<file path="config.mk">
export PLATFORM = sky130hd
export DESIGN_NAME = gcd_sequencer
export DESIGN_NICKNAME = d
export VERILOG_FILES = /design/src/rtl/gcd_pkg.sv /design/src/rtl/CLADiff.sv /design/src/rtl/gcd_sequencer.sv
export SDC_FILE = /design/constraint.sdc
export NUM_CORES = 1
export LEC_CHECK = 0
export ABC_AREA = 1
export CORE_MARGIN = 5
export CORE_UTILIZATION = 55
export DETAILED_ROUTE_END_ITERATION = 6
export PLACE_DENSITY = 0.91
export SETUP_SLACK_MARGIN = 0.05
export SLEW_MARGIN = 25
export SYNTH_ARGS = -nofsm -noshare
export SYNTH_HDL_FRONTEND = slang
export SYNTH_SLANG_ARGS = --single-unit
</file>
<file path="constraint.sdc">
create_clock -name clk -period 8.8 [get_ports clk]
set_input_delay 1.76 -clock clk [delete_from_list [all_inputs] [get_ports clk]]
set_output_delay 1.76 -clock clk [all_outputs]
set_load 0.01 [all_outputs]
</file>
<file path="src/rtl/gcd_pkg.sv">
// Shared types and defaults for the subtractive-Euclid GCD sequencer.
package gcd_pkg;

    localparam int GCD_DEFAULT_N = 8;

    typedef enum logic [1:0] {
        IDLE = 2'd0,
        RUN  = 2'd1,
        FIN  = 2'd2
    } gcd_state_t;

endpackage

</file>
<file path="src/rtl/CLADiff.sv">
// Absolute-difference unit: R = |A - B|, COUT = 1 when A >= B.
module CLADiff #(
    parameter int N = 8
) (
    input  logic [N-1:0] A,
    input  logic [N-1:0] B,
    output logic [N-1:0] R,
    output logic         COUT
);

    logic [N-1:0] gen;
    logic [N-1:0] prop;
    logic [N:0]   carry;
    logic [N-1:0] sum;

    // A + ~B + 1 with generate/propagate carries; the final carry is the A >= B flag.
    always_comb begin
        gen      = A & ~B;
        prop     = A ^ ~B;
        carry    = '0;
        carry[0] = 1'b1;
        for (int unsigned i = 0; i < N; i++) begin
            carry[i+1] = gen[i] | (prop[i] & carry[i]);
        end
        sum  = prop ^ carry[N-1:0];
        COUT = carry[N];
        R    = COUT ? sum : (~sum + N'(1));
    end

endmodule

</file>
<file path="src/rtl/gcd_sequencer.sv">
// Iterative subtractive-Euclid GCD engine with START/BUSY/DONE handshake.
// Optional subtract-step counter and STEPS port enabled by GCD_STEP_COUNT_EN.
module gcd_sequencer
    import gcd_pkg::*;
#(
    parameter int N = GCD_DEFAULT_N
`ifdef GCD_STEP_COUNT_EN
  , parameter int CW = 2*N
`endif
) (
    input  logic          clk,
    input  logic          rst_n,
    input  logic          START,
    input  logic [N-1:0]  A,
    input  logic [N-1:0]  B,
    output logic          BUSY,
    output logic          DONE,
    output logic [N-1:0]  RESULT
`ifdef GCD_STEP_COUNT_EN
  , output logic [CW-1:0] STEPS
`endif
);

    gcd_state_t   state_q, state_d;
    logic [N-1:0] a_q, a_d;
    logic [N-1:0] b_q, b_d;
    logic [N-1:0] result_q, result_d;
    logic [N-1:0] diff;
    logic         a_ge_b;
`ifdef GCD_STEP_COUNT_EN
    logic [CW-1:0] steps_q, steps_d;
`endif

    CLADiff #(.N(N)) u_diff (
        .A    (a_q),
        .B    (b_q),
        .R    (diff),
        .COUT (a_ge_b)
    );

    always_comb begin
        state_d  = state_q;
        a_d      = a_q;
        b_d      = b_q;
        result_d = result_q;
        BUSY     = 1'b0;
        DONE     = 1'b0;
`ifdef GCD_STEP_COUNT_EN
        steps_d  = steps_q;
`endif
        case (state_q)
            IDLE: begin
                if (START) begin
                    a_d     = A;
                    b_d     = B;
`ifdef GCD_STEP_COUNT_EN
                    steps_d = '0;
`endif
                    state_d = RUN;
                end
            end
            RUN: begin
                BUSY = 1'b1;
                // Termination tests look only at the registers, keeping CLADiff off the decision path.
                if (a_q == '0) begin
                    result_d = b_q;
                    state_d  = FIN;
                end else if (b_q == '0) begin
                    result_d = a_q;
                    state_d  = FIN;
                end else if (a_q == b_q) begin
                    result_d = a_q;
                    state_d  = FIN;
                end else begin
                    if (a_ge_b) begin
                        a_d = diff;
                    end else begin
                        b_d = diff;
                    end
`ifdef GCD_STEP_COUNT_EN
                    if (steps_q != '1) begin
                        steps_d = steps_q + CW'(1);
                    end
`endif
                end
            end
            FIN: begin
                DONE    = 1'b1;
                state_d = IDLE;
            end
            default: state_d = IDLE;
        endcase
    end

    always_ff @(posedge clk) begin
        if (!rst_n) begin
            state_q  <= IDLE;
            a_q      <= '0;
            b_q      <= '0;
            result_q <= '0;
`ifdef GCD_STEP_COUNT_EN
            steps_q  <= '0;
`endif
        end else begin
            state_q  <= state_d;
            a_q      <= a_d;
            b_q      <= b_d;
            result_q <= result_d;
`ifdef GCD_STEP_COUNT_EN
            steps_q  <= steps_d;
`endif
        end
    end

    assign RESULT = result_q;
`ifdef GCD_STEP_COUNT_EN
    assign STEPS  = steps_q;
`endif

endmodule

</file>
==> impl_results.md <==
* Detail Placement HPWL at 3367 um
* Synth cell types at 23
* Die X-Extent at 68.01 um
* Antenna viol nets, final at 0
* Starting DRC count in detailed routing at 137
* Core area at 3284 sq um
* Worst setup path class: reg -> reg
* Clock H-tree levels at 1
* TritonCTS clock tree: done
* Row cnt at 21
* Worst slack, placed at 4.953 ns
* Slack of the critical path at 4.902 ns
* Max_slew headroom at 0.4184
* Max-Cap Viols at 0
* Cell Chain, Critical Path: inv_1 > ha_1 > inv_1 > fa_1 > fa_1 > fa_1 > inv_1 > fa_1 > fa_1 > fa_1 > fa_1 > o21ai_2 > nand3_2 > nand2_1 > nand2_1 > nor2_1
* Largest net degree at the start of global routing at 26
* Post-CTS Hold Fix Bufs at 0
* I/O pins at 29
* Slew @ Worst Pin at 0.8697 ns
* Most frequent cells after synthesis: 88 x nand2_1, 68 x nor2_1, 34 x inv_1
* CTS clk-pin slew, worst paths at 0.15 ns
* Worst-case clock buffer depth at 2
* Initial antenna violation count at 0
* Worst path required time at 9.09 ns
* Fin crit period at 3.898 ns
* Starting Density at 0.5634
* Max FO, Critical Path at 13
* Placer Congestion at 0.9060
* Clk_lat worst skew at 0.33 ns
* RSZ-0062 raised after global routing: no
* Post-CTS resize count at 0
* Antenna diodes at 0
* Port-buffer cells at 28
* Seq cells post-synth at 26
* EDFF count, synth at 0
* Routed WL per cell at 12.25 um
* Layout cells sized above 1 at 0.05047
* Seq/Total Area, Yosys at 0.2813
* Total negative slack at 0 ns
* Nets at 353
* Worst hold path type: reg -> reg
* CP max-delay cell: fa_1
* First-pass GRT wire length at 7279 um
* Post-route cell area at 2208 sq um
* Synth warnings at 0
* Crit path arrival time at 4.19 ns
* Drt total wl at 4447 um
* Crit end category: register
* Vias per Instance at 5.157
* Post-synthesis area per instance at 6.359 sq um
* Final hold vios at 0
* Area contributors post-synth: dfxtp_1 28%, nand2_1 18%, nor2_1 14%
* Area delta synth->final at 19.34%
* CP max stage delay at 0.57 ns
* Number of global-route vias before repair at 1,678
* Hold Worst Slack at 0.4909 ns
* Yosys top cell area share at 0.2813
* Dpl cell area at 2156 sq um
* Cell Area, Synth at 1851 sq um
* Startpoint types: register
* Most frequent cell after synthesis: nand2_1
* Die H at 68.01 um
* Setup Fix Bufs, Post-CTS at 0
* DRC viols at 0
* Internal reg-to-reg setup slack at 4.90 ns
* Main synth FF type: dfxtp_1
* CTS root buf: clkbuf_4
* Clock net sink count at 26
* Final setup vio count at 0
* Achievable clock frequency at 256.5 MHz
* Final Slew Violations at 0
* Synthesized instance count at 291
* Via count at 1,872
* CTS Buf Count at 3
* Status: finished, final reports clean
* Total die area at 4625 sq um
* Top cell type by total area after synthesis: dfxtp_1
* DR pass1 iterations at 4
* Skew final at 0.01009 ns
* Overflow after GRT at 0
* Syn Nets at 326
* Async SR Flop Fraction at 0
* GRT Total Usage at 0.2065
* Final period utilization at 0.4430
* CP most frequent cell: fa_1
-- registers in the layout, summed over array words and instances (netlist names) --
register  count
RESULT        8
a_q           8
b_q           8
state_q       2
-- layer usage --
metal	routed length, um	GRT usage	part of all wire
met4	59	0.05459	0.013
met2	2267	0.3730	0.51
met1	1750	0.2442	0.39
met5	0	0	0
met3	368	0.04598	0.083
-- stage by stage --
| stage | instances | util |
|---|---|---|
| after floorplan | 291 | - |
| after CTS | 363 | 0.6724 |
| after detailed placement | 359 | 0.6564 |
| final | 363 | 0.6724 |
| after global routing | 363 | 0.6724 |
| after global placement | 359 | 0.6564 |
-- worst max-delay path: cells and delay by family, from the launching register on --
kind / cells / cell delay [ns]
flops: 1 / 0.41
compound gates: 1 / 0.31
simple gates: 4 / 0.54
fa+ha+maj: 8 / 2.44
buf+inv: 3 / 0.18
-- cells by family after synthesis --
logic type / after synthesis / synth area share
and+or+nand+nor: 188 / 0.4354
buffers and inverters: 42 / 0.09060
DFF: 26 / 0.2813
adders and majority gates: 16 / 0.1366
AOI/OAI and AO/OA: 19 / 0.05611
-- final cells by class --
| class | instances | area [sq um] |
|---|---|---|
| sequential | 26 | 520.5 |
| multi-input combinational | 223 | 1162 |
| clock buffer | 3 | 22.52 |
| fill | 296 | 1076 |
| tap | 46 | 57.56 |
| clock inverter | 1 | 30.03 |
| inverter | 36 | 135.1 |
| timing repair buffer | 28 | 280.3 |
-- cells in the final DEF, fill, tap and decap left out --
master / instances
a21boi_0: 2
a21oi_1: 7
bufinv_16: 1
clkbuf_4: 3
clkdlybuf4s50_1: 28
dfxtp_1: 26
fa_1: 7
ha_1: 9
inv_1: 34
inv_2: 2
nand2_1: 88
nand2_2: 3
nand2_4: 1
nand3_1: 15
nand3_2: 1
nand3_4: 2
nand3b_1: 2
nand4_1: 6
nor2_1: 68
nor2_4: 1
o21ai_0: 9
o21ai_2: 1
or2_2: 1
-- final timing paths --
path	start	to	depth (start not counted)
worst max-delay path	a_q[0]$_SDFFE_PN0P_	a_q[5]$_SDFFE_PN0P_	16
worst min-delay path	RESULT[7]$_SDFFE_PN0P_	RESULT[7]$_SDFFE_PN0P_	2
worst max register to register	a_q[0]$_SDFFE_PN0P_	a_q[5]$_SDFFE_PN0P_	16
worst min register to register	RESULT[7]$_SDFFE_PN0P_	RESULT[7]$_SDFFE_PN0P_	2
Power is not shown: default switching activity piles up to over one toggle a cycle in this logic, so the estimate is an artifact.
